===== src/rtl/adder_pkg.sv =====
// Shared types and default sizing for the integer-unit adder scheduler.
package adder_pkg;

    localparam int unsigned DATA_WIDTH = 32;
    localparam int unsigned REQ_NUMBER = 4;
    localparam int unsigned ID_WIDTH   = $clog2(REQ_NUMBER);

    typedef logic [ID_WIDTH-1:0] req_id_t;

    typedef struct packed {
        logic [DATA_WIDTH-1:0] operand_A;
        logic [DATA_WIDTH-1:0] operand_B;
        logic                  carry;
    } add_req_t;

endpackage


===== src/rtl/carry_lookahead_adder.sv =====
// Combinational adder built from generate/propagate terms; WIDTH-bit sum plus carry-out.
module carry_lookahead_adder #(
    parameter int unsigned WIDTH = 32
) (
    input  logic [WIDTH-1:0] a_i,
    input  logic [WIDTH-1:0] b_i,
    input  logic             carry_i,
    output logic [WIDTH-1:0] sum_o,
    output logic             carry_o
);

    logic [WIDTH-1:0] gen;
    logic [WIDTH-1:0] prop;
    logic [WIDTH:0]   carry;

    assign gen  = a_i & b_i;
    assign prop = a_i ^ b_i;

    // Carry into bit i+1 is generated at i or propagated through i.
    always_comb begin
        carry    = '0;
        carry[0] = carry_i;
        for (int unsigned i = 0; i < WIDTH; i++) begin
            carry[i+1] = gen[i] | (prop[i] & carry[i]);
        end
    end

    assign sum_o   = prop ^ carry[WIDTH-1:0];
    assign carry_o = carry[WIDTH];

endmodule


===== src/rtl/round_robin_arbiter.sv =====
// Round-robin arbiter: combinational one-hot grant scanning upward from priority_ptr.
module round_robin_arbiter #(
    parameter int unsigned REQ_NUMBER = adder_pkg::REQ_NUMBER,
    parameter int unsigned ID_WIDTH   = $clog2(REQ_NUMBER)
) (
    input  logic                  clk_i,
    input  logic                  rst_i,
    input  logic [REQ_NUMBER-1:0] request,
    input  logic                  advance,
    output logic [REQ_NUMBER-1:0] grant,
    output logic [ID_WIDTH-1:0]   grant_id
);

    logic [ID_WIDTH-1:0] priority_ptr;
    int unsigned         idx;
    logic                found;

    always_comb begin
        grant    = '0;
        grant_id = '0;
        found    = 1'b0;
        idx      = 0;
        for (int unsigned i = 0; i < REQ_NUMBER; i++) begin
            idx = 32'(priority_ptr) + i;
            if (idx >= REQ_NUMBER) begin
                idx = idx - REQ_NUMBER;
            end
            if (!found && request[ID_WIDTH'(idx)]) begin
                grant[ID_WIDTH'(idx)] = 1'b1;
                grant_id              = ID_WIDTH'(idx);
                found                 = 1'b1;
            end
        end
    end

    // Pointer moves only when a grant is actually taken, to one past the winner.
    always_ff @(posedge clk_i) begin
        if (rst_i) begin
            priority_ptr <= '0;
        end else if (advance) begin
            if (32'(grant_id) == REQ_NUMBER - 1) begin
                priority_ptr <= '0;
            end else begin
                priority_ptr <= grant_id + ID_WIDTH'(1);
            end
        end
    end

endmodule


===== src/rtl/adder_scheduler.sv =====
// Shares one adder between REQ_NUMBER requesters with round-robin arbitration
// and a single registered, ID-tagged output stage.
module adder_scheduler #(
    parameter int unsigned DATA_WIDTH = adder_pkg::DATA_WIDTH,
    parameter int unsigned REQ_NUMBER = adder_pkg::REQ_NUMBER,
    parameter int unsigned ID_WIDTH   = $clog2(REQ_NUMBER)
) (
    input  logic                  clk_i,
    input  logic                  rst_i,
    input  logic [REQ_NUMBER-1:0] req_valid_i,
    input  logic [DATA_WIDTH-1:0] operand_A_i [REQ_NUMBER],
    input  logic [DATA_WIDTH-1:0] operand_B_i [REQ_NUMBER],
    input  logic [REQ_NUMBER-1:0] carry_i,
    output logic [REQ_NUMBER-1:0] req_ready_o,
    output logic                  valid_o,
    output logic [DATA_WIDTH-1:0] result_o,
    output logic                  carry_o,
    output logic [ID_WIDTH-1:0]   req_id_o,
    input  logic                  ready_i
);

    import adder_pkg::*;

    typedef struct packed {
        logic [DATA_WIDTH-1:0] operand_A;
        logic [DATA_WIDTH-1:0] operand_B;
        logic                  carry;
    } sel_req_t;

    logic [REQ_NUMBER-1:0] grant;
    logic [ID_WIDTH-1:0]   grant_id;
    logic                  stage_free;
    logic                  accept;
    logic                  advance;
    sel_req_t              sel;
    logic [DATA_WIDTH-1:0] sum;
    logic                  sum_carry;

    assign stage_free = ~valid_o | ready_i;
    assign advance    = stage_free & (|req_valid_i);
    assign accept     = stage_free & (|grant) & ~rst_i;

    round_robin_arbiter #(
        .REQ_NUMBER (REQ_NUMBER),
        .ID_WIDTH   (ID_WIDTH)
    ) u_arbiter (
        .clk_i    (clk_i),
        .rst_i    (rst_i),
        .request  (req_valid_i),
        .advance  (advance),
        .grant    (grant),
        .grant_id (grant_id)
    );

    assign req_ready_o = grant & {REQ_NUMBER{stage_free & ~rst_i}};

    // Operand mux in front of the single shared adder.
    always_comb begin
        sel.operand_A = operand_A_i[grant_id];
        sel.operand_B = operand_B_i[grant_id];
        sel.carry     = carry_i[grant_id];
    end

    carry_lookahead_adder #(
        .WIDTH (DATA_WIDTH)
    ) u_adder (
        .a_i     (sel.operand_A),
        .b_i     (sel.operand_B),
        .carry_i (sel.carry),
        .sum_o   (sum),
        .carry_o (sum_carry)
    );

    // Output stage: load on accept, drop valid on a drain with nothing new, else hold.
    always_ff @(posedge clk_i) begin
        if (rst_i) begin
            valid_o  <= 1'b0;
            result_o <= '0;
            carry_o  <= 1'b0;
            req_id_o <= '0;
        end else if (accept) begin
            valid_o  <= 1'b1;
            result_o <= sum;
            carry_o  <= sum_carry;
            req_id_o <= grant_id;
        end else if (ready_i) begin
            valid_o  <= 1'b0;
        end
    end

endmodule


===== config.mk =====
export PLATFORM = sky130hd
export DESIGN_NAME = adder_scheduler
export DESIGN_NICKNAME = d
export VERILOG_FILES = /design/src/rtl/adder_pkg.sv /design/src/rtl/carry_lookahead_adder.sv /design/src/rtl/round_robin_arbiter.sv /design/src/rtl/adder_scheduler.sv
export SDC_FILE = /design/constraint.sdc
export NUM_CORES = 1
export LEC_CHECK = 0
export BUFFER_PORTS_ARGS = -buffer_cell sky130_fd_sc_hd__buf_4
export CAP_MARGIN = 30
export CELL_PAD_IN_SITES_DETAIL_PLACEMENT = 0
export CELL_PAD_IN_SITES_GLOBAL_PLACEMENT = 2
export CORE_MARGIN = 3
export CORE_UTILIZATION = 25
export CTS_BUF_LIST = sky130_fd_sc_hd__clkbuf_4 sky130_fd_sc_hd__clkbuf_8 sky130_fd_sc_hd__clkbuf_16
export DETAILED_ROUTE_END_ITERATION = 6
export PLACE_DENSITY_LB_ADDON = 0.3
export SYNTH_ARGS = -nofsm -noshare
export SYNTH_HDL_FRONTEND = slang
export SYNTH_HIERARCHICAL = 1
export SYNTH_SLANG_ARGS = --single-unit

===== constraint.sdc =====
create_clock -name clk_i -period 19.8 [get_ports clk_i]
set_input_delay 0.99 -clock clk_i [delete_from_list [all_inputs] [get_ports clk_i]]
set_output_delay 0.99 -clock clk_i [all_outputs]
set_load 0.03 [all_outputs]

Word level (Yosys, flattened, before mapping)
Cells that the tools add are included.
{"block": "op_classes", "addsub": 8, "mul": 0, "div_mod_pow": 0, "n_lt_le_gt_ge": 14, "n_eq_ne": 1, "shifts": 0, "mux": 42, "n_bitwise": 79, "n_reduce_logical": 13}
{"cell": "$bmux 32 s2", "count": 2}
{"cell": "$mux 32", "count": 4}
{"cell": "$xor 32x32->32", "count": 2}
{"cell": "$and 1x1->1", "count": 36}
{"cell": "$or 1x1->1", "count": 33}
{"cell": "$and 32x32->32", "count": 1}
{"cell": "$mux 2", "count": 9}
{"cell": "$mux 4", "count": 4}
{"cell": "$lt 2x3->1 const B", "count": 5}
{"cell": "$mux 1", "count": 14}
{"cell": "$ge 3x3->1 const B", "count": 4}
{"cell": "$or 4x4->4", "count": 3}
{"cell": "$bmux 1 s2", "count": 5}
{"cell": "$demux 1 s2", "count": 4}
{"cell": "$ge 2x1->1 const B", "count": 4}
{"cell": "$reduce_or 4->1", "count": 2}
{"cell": "$sub 2x1->2 const B", "count": 4}
{"cell": "$logic_and 1x1->1", "count": 7}
{"cell": "$add 2x2->3 const B", "count": 2}
{"cell": "$and 4x4->4", "count": 1}
{"cell": "$add 2x1->3 const B", "count": 1}
{"cell": "$ge 2x3->1 const B", "count": 1}
{"cell": "$logic_not 1->1", "count": 3}
{"cell": "$not 2->3", "count": 1}
{"cell": "other kinds (4)", "count": 5}
{"block": "totals", "regBits": 38, "latchBits": 0, "ram_bits": 0, "rom_bits": 0, "inputBits": 267, "output_inout_bits": 40, "elab_cells": 162, "memories": 0}

Depth between registers and ports, before layout
Gate-level depths: netlist (run 1).
{"block": "logic_depth", "word_depth": 83, "depth_mapped": 47, "ltp_nobuf": 44}

Hierarchy
The synthesis (run 1) kept the hierarchy.
{"module": "adder_scheduler", "n_inst": 1, "cells_each": 204, "area_each_um2": 3158.0, "seq_area_each_um2": 720.7}
{"module": "carry_lookahead_adder", "n_inst": 1, "cells_each": 42, "area_each_um2": 678.2, "seq_area_each_um2": 0.0}
{"module": "round_robin_arbiter", "n_inst": 1, "cells_each": 51, "area_each_um2": 486.7, "seq_area_each_um2": 40.0}

Worst setup path after synthesis (run 1)
Ideal clock, no wire load.
{"block": "synth_path", "path_type": "in2reg", "start": "input port req_valid_i[3]", "end": "register result_o[31]", "setup_time_ns": 0.057, "arrival_time_ns": 15.364, "required_ns": 19.743, "slack_ns": 4.379, "stages": 44, "path_buffers": 2, "path_cell_list": "mux4_2 -> nor4b_4 -> and2b_1 -> or2_1 -> clkbuf_1 -> buf_2 -> mux4_2 -> inv_1 -> fa_1 -> inv_1 -> fa_1 -> fa_1 -> fa_1 -> fa_1 -> fa_1 -> fa_1 -> fa_1 -> fa_1 -> [... 8 more ...] -> fa_1 -> fa_1 -> fa_1 -> fa_1 -> fa_1 -> fa_1 -> fa_1 -> fa_1 -> fa_1 -> fa_1 -> fa_1 -> fa_1 -> fa_1 -> fa_1 -> inv_1 -> fa_1 -> inv_1 -> mux2_4"}
{"element": "start, declared", "line": "adder_scheduler.sv:10", "source": "input logic [REQ_NUMBER-1:0] req_valid_i,"}
{"element": "end signal, assigned", "line": "adder_scheduler.sv:83", "source": "result_o <= sum;"}
{"element": "end, declared", "line": "adder_scheduler.sv:16", "source": "output logic [DATA_WIDTH-1:0] result_o,"}

==> flow_metrics.tcl, run 1 <==
set metrics [dict create \
    critPathKind "register to register" \
    endpoint_kind "register" \
    layout_common_cells "buf_4, mux4_2, dfxtp_1" \
    final_max_slew_viol_count 0 \
    fillers 1601 \
    cp-start-kind "register" \
    num_antenna_cells 0 \
    critPathSlowestCell "buf_4" \
    cts_inserted_buffers 5 \
    wl_met2_um 8270 \
    multi_input_area_um2 3380 \
    place_hpwl_um 13000 \
    peakVddDrop_uv 80.6 \
    cts.sink_count 38 \
    antenna_found_initial 0 \
    crit_arrival_ns 16.61 \
    cts.clk_slew.worst_paths_ns 0.06 \
    whs_ns 0.598 \
    synth_fp_nets 602 \
    htreeDepth 2 \
    cts_setup_buffers 0 \
    setup_tns_ns 0 \
    ios 307 \
    fmax_mhz 61.0 \
    dr_wl_met3_um 1310 \
    hold_class "register to register" \
    ys_seq_elements 38 \
    status "finished, final reports clean" \
    wl_um 15400 \
    highest_layer "met4" \
    max_stage_delay_ns 0.67 \
    drt_first_pass_iters 4 \
    gp_congestion 0.772 \
    leakagePower_nw 3.14 \
    synth.distinct_cells 38 \
    synth-seq-area-share_pct 17.6 \
    placed_cell_area_um2 6780 \
    num_rows 47 \
    min_from "valid_o" \
    io_buffers 306 \
    cpMostUsedCell "fa_1" \
    seqCellArea_um2 761 \
    avgSynthCellArea_um2 14.6 \
    core-area_um2 16800 \
    async_reset_ff_share_pct 0 \
    drive_gt1_share_pct 72.8 \
    drv_cap 0 \
    start_util_pct 25.8 \
    die-area_um2 18900 \
    final.min_clock_period_ns 16.38 \
    cts.path.max_buffers 2 \
    yosys_most_used_dff "dfxtp_1" \
    grt_pass1_vias 4261 \
    fp.dieH_um 137 \
    grt_overflow_total 0 \
    die_w_um 137 \
    cts_root_buffer "clkbuf_16" \
    fin_area_um2 6950 \
    p_per_area_nw_per_um2 185 \
    hold_violations 0 \
    nNetsFinal 896 \
    synth_cells 297 \
    pre_cts_ws_ns 3.34 \
    setup_viol 0 \
    via_per_inst 4.71 \
    grt_usage_pct 15.3 \
    period_share_pct 82.7 \
    clk_latency_ns 0.28 \
    required_ns 20.03 \
    worst_pin_slew_ns 0.816 \
    postRouteAntennaNets 0 \
    cts_tree "done" \
    final_common_cell "buf_4" \
    num_vias 3821 \
    grt_pass1_wl_um 22400 \
    yosysWarnings 6 \
    cts.hold.buffers_added 0 \
    grt_start_max_net_pins 63 \
    slew_headroom_pct 45.6 \
    syn2layout_area_growth_pct 60.8 \
    drc 0 \
    setup_ws_ns 3.42 \
    cts-resized-gates 0 \
    rsz0062_at_grt "no" \
    drt_iter0_drc 128 \
    synth.cell_area_um2 4320 \
    met1_length_um 5590 \
    synth_edf_count 0 \
    wl_per_cell_um 18.9 \
    clock_skew_ns 0.00262 \
    fin_util_pct 41.5 \
    worstPathMaxFanout 62 \
]
metal layers:
layer  GRT usage [%]  vias up
li1                -     1739
met1            17.7     1883
met2            28.7      189
met3            3.62       10
met4            3.10        0
met5               0        -
registers in the layout, indices dropped and copies added, names as in the netlist, named ones only:
name,count
carry_o,1
valid_o,1
req_id_o,2
u_arbiter/priority_ptr,1
result_o,32
cells by family (layout without fill, tap and decap cells):
kind of cell               after synthesis  in the layout  synth area share [%]
muxes                                  105            105                  47.9
adders and majority gates               38             38                  16.6
AOI/OAI and AO/OA                       23             23                  3.76
DFF                                     38             38                  17.6
buffers and inverters                   35            329                  4.46
and+or+nand+nor                         58             58                  9.70
final cells by class:
class,instances,area share [%]
Tap cell,220,3.96
Multi-Input combinational cell,224,48.6
Clock inverter,1,0.432
Clock buffer,6,2.00
Timing Repair Buffer,309,33.4
Sequential cell,38,10.9
Inverter,13,0.702
power breakdown:
part / internal, mW / total, mW / switching (mW) / leakage [nW]
clock: 0.0622 / 0.0933 / 0.0311 / 0.0829
combinational: 0.572 / 1.06 / 0.489 / 2.74
sequential: 0.113 / 0.133 / 0.0207 / 0.315
total: 0.747 / 1.29 / 0.541 / 3.14
path summary, 6_finish.rpt:
kind | cells past startpoint | slack (ns) | endpoint
worst max-delay path | 42 | 3.42 | result_o[31]
worst min-delay path | 3 | 0.60 | valid_o
worst max register to register | 42 | 3.42 | result_o[31]
worst min register to register | 3 | 0.60 | valid_o
worst max-delay path, delay by kind of cell, from the launching register on:
| family | cells | cell delay (ns) |
|---|---|---|
| buf+inv | 4 | 0.99 |
| mux | 3 | 0.99 |
| flops | 1 | 0.65 |
| fa+ha+maj | 32 | 12.80 |
| simple gates | 3 | 0.87 |
cells in the mapped netlist, drive strengths merged, types with 2 or more instances:
cell type,count,area (µm²)
nor4,2,27.5
o21ai,6,30.0
and2,4,26.3
mux4,69,1550
nand2,3,11.3
clkbuf,5,18.8
buf,17,125
fa,32,641
a22oi,8,60.1
inv,13,48.8
nor2,3,11.3
nand2b,2,12.5
and2b,13,97.6
ha,6,75.1
mux2,36,518
nor2b,27,179
dfxtp,38,761
per-stage QoR:
stage | std cells | total power, mW
2_1_floorplan | 297 | 0.963
3_3_place_gp | 804 | 1.20
3_5_place_dp | 804 | 1.21
4_1_cts | 811 | 1.32
5_1_grt | 811 | 1.41
6_report | 811 | 1.29
Power figures use the tool's default switching activity.
==> run 2: changes to the inputs <==
--- a/config.mk
+++ b/config.mk
@@ -10,7 +10,7 @@
 export CELL_PAD_IN_SITES_DETAIL_PLACEMENT = 0
 export CELL_PAD_IN_SITES_GLOBAL_PLACEMENT = 2
 export CORE_MARGIN = 3
-export CORE_UTILIZATION = 25
+export CORE_UTILIZATION = 22
 export CTS_BUF_LIST = sky130_fd_sc_hd__clkbuf_4 sky130_fd_sc_hd__clkbuf_8 sky130_fd_sc_hd__clkbuf_16
 export DETAILED_ROUTE_END_ITERATION = 6
 export PLACE_DENSITY_LB_ADDON = 0.3
==> constraint.sdc (replaced) <==
create_clock -name clk_i -period 14.9 [get_ports clk_i]
set_input_delay 0.745 -clock clk_i [delete_from_list [all_inputs] [get_ports clk_i]]
set_output_delay 0.745 -clock clk_i [all_outputs]
set_load 0.03 [all_outputs]
==> flow_metrics.tcl, run 2 (synthesized netlist as in run 1, its figures left out) <==
set metrics [dict create \
    status "finished, final reports clean" \
    ios 307 \
    cts_root_buffer "clkbuf_16" \
    cp-start-kind "input port" \
    period_share_pct 96.9 \
    cts.path.max_buffers 2 \
    clk_latency_ns 0.28 \
    grt_usage_pct 14.3 \
    final_max_slew_viol_count 0 \
    critPathSlowestCell "mux4_2" \
    drt_first_pass_iters 4 \
    drt_iter0_drc 107 \
    hold_violations 0 \
    fp.dieH_um 146 \
    drc 0 \
    core-area_um2 19000 \
    power_frac_clock_pct 6.0 \
    cts.sink_count 38 \
    whs_ns 0.593 \
    required_ns 15.13 \
    htreeDepth 2 \
    largest-register "result_o" \
    die_w_um 146 \
    fmax_mhz 69.2 \
    reg_top3 "result_o: 32 flops, req_id_o: 2 flops" \
    swShare_pct 42.0 \
    largest_reg_flops 32 \
    io_buffers 306 \
    hold_class "register to register" \
    cts_tree "done" \
    final.min_clock_period_ns 14.44 \
    pre_cts_ws_ns -0.422 \
    fillers 1907 \
    die-area_um2 21400 \
    critPathKind "input port to register" \
    placed_cell_area_um2 7030 \
    grt_start_max_net_pins 41 \
    clock_skew_ns 0.00395 \
    p_per_area_nw_per_um2 249 \
    p_int_mw 1.05 \
    rsz0062_at_grt "no" \
    grt_overflow_total 0 \
    drv_cap 0 \
    nNetsFinal 923 \
    worstPathMaxFanout 8 \
    num_rows 50 \
    p_seq_share_pct 9.4 \
    gp_congestion 0.876 \
    fin_area_um2 7250 \
    worst_pin_slew_ns 0.724 \
    drive_gt1_share_pct 76.7 \
    start_util_pct 22.7 \
    antenna_found_initial 0 \
    syn2layout_area_growth_pct 67.7 \
    setup_viol 0 \
    peakVddDrop_uv 149 \
    setup_ws_ns 0.458 \
    cts.clk_slew.worst_paths_ns 0.06 \
    final_common_cell "buf_4" \
    via_per_inst 4.48 \
    crit_arrival_ns 14.67 \
    dp_cells 868 \
    wl_per_cell_um 18.3 \
    pwr-share-comb_pct 84.5 \
    setup_tns_ns 0 \
    grt_pass1_wl_um 24100 \
    cpMostUsedCell "fa_1" \
    num_antenna_cells 0 \
    stdcell_count 879 \
    layout_common_cells "buf_4, mux4_2, dfxtp_1" \
    cts_inserted_buffers 5 \
    max_stage_delay_ns 0.53 \
    postRouteAntennaNets 0 \
    grt_pass1_vias 4418 \
    slew_headroom_pct 51.8 \
    num_vias 3934 \
    wl_um 16100 \
    endpoint_kind "register" \
    switching_power_uw 759 \
    leakagePower_nw 3.26 \
    place_hpwl_um 13700 \
]
[run 2: cell types whose count changed in the layout (fill, tap and decap cells not counted), moves of 2 or more]
cell,delta
buf_4,+26
o21ai_2,+2
fa_1,-13
fa_2,+13
o21ai_1,-2
[run 2: repair_timing]
action	4_1_cts	5_1_grt
pin swaps	1	3
resized for setup	5	11
hold buffers	0	0
setup buffers	1	2
endpoints found under the setup margin	2	3
[run 2: area by class of cell]
cell class / count / area [µm²] / area share, %
tap: 260 / 325 / 4.49
inverter: 13 / 48.8 / 0.673
multi-input combinational: 224 / 3440 / 47.4
timing repair buffer: 336 / 2530 / 34.8
clock buffer: 6 / 139 / 1.92
clock inverter: 2 / 12.5 / 0.173
sequential: 38 / 762 / 10.5
[run 2: path summary, 6_finish.rpt]
| check | startpoint | end | slack [ns] | cells past startpoint |
|---|---|---|---|---|
| setup / recovery | req_valid_i[2] | result_o[31] | 0.46 | 44 |
| hold reg to reg | valid_o | valid_o | 0.59 | 3 |
| setup reg to reg | u_arbiter/priority_ptr[1] | result_o[31] | 0.51 | 45 |
| hold / removal | valid_o | valid_o | 0.59 | 3 |
[run 2: power by group through the flow]
stage               logic (mW)  clock network, mW  registers, mW
global placement          1.49                  0          0.171
CTS                       1.55              0.115          0.171
detailed placement        1.52                  0          0.172
finish                    1.53              0.109          0.170
floorplan                 1.06                  0          0.239
global route              1.69              0.119          0.176
[run 2: metrics by stage]
stage	total power, mW	utilization (%)
after floorplan	1.30	-
after global placement	1.66	37.0
after detailed placement	1.70	37.0
after CTS	1.83	37.9
after global routing	1.99	38.1
final	1.81	38.1
[run 2: per-layer routing]
metal  up-vias  part of all wire [%]  wire length [µm]  GRT usage, %
met5         -                     0                 0             0
met4         0                   1.5               244          3.29
met3        13                   7.2              1150          3.66
met2       189                    54              8700          26.9
met1      1940                    37              5950          16.2
li1       1792                     -                 -             -
[run 2: worst max-delay path: cells and delay by family]
family          cells  cell delay [ns]
fa+ha+maj          32            11.81
compound gates      1             0.09
buf+inv             6             0.58
simple gates        2             0.26
mux                 3             1.16
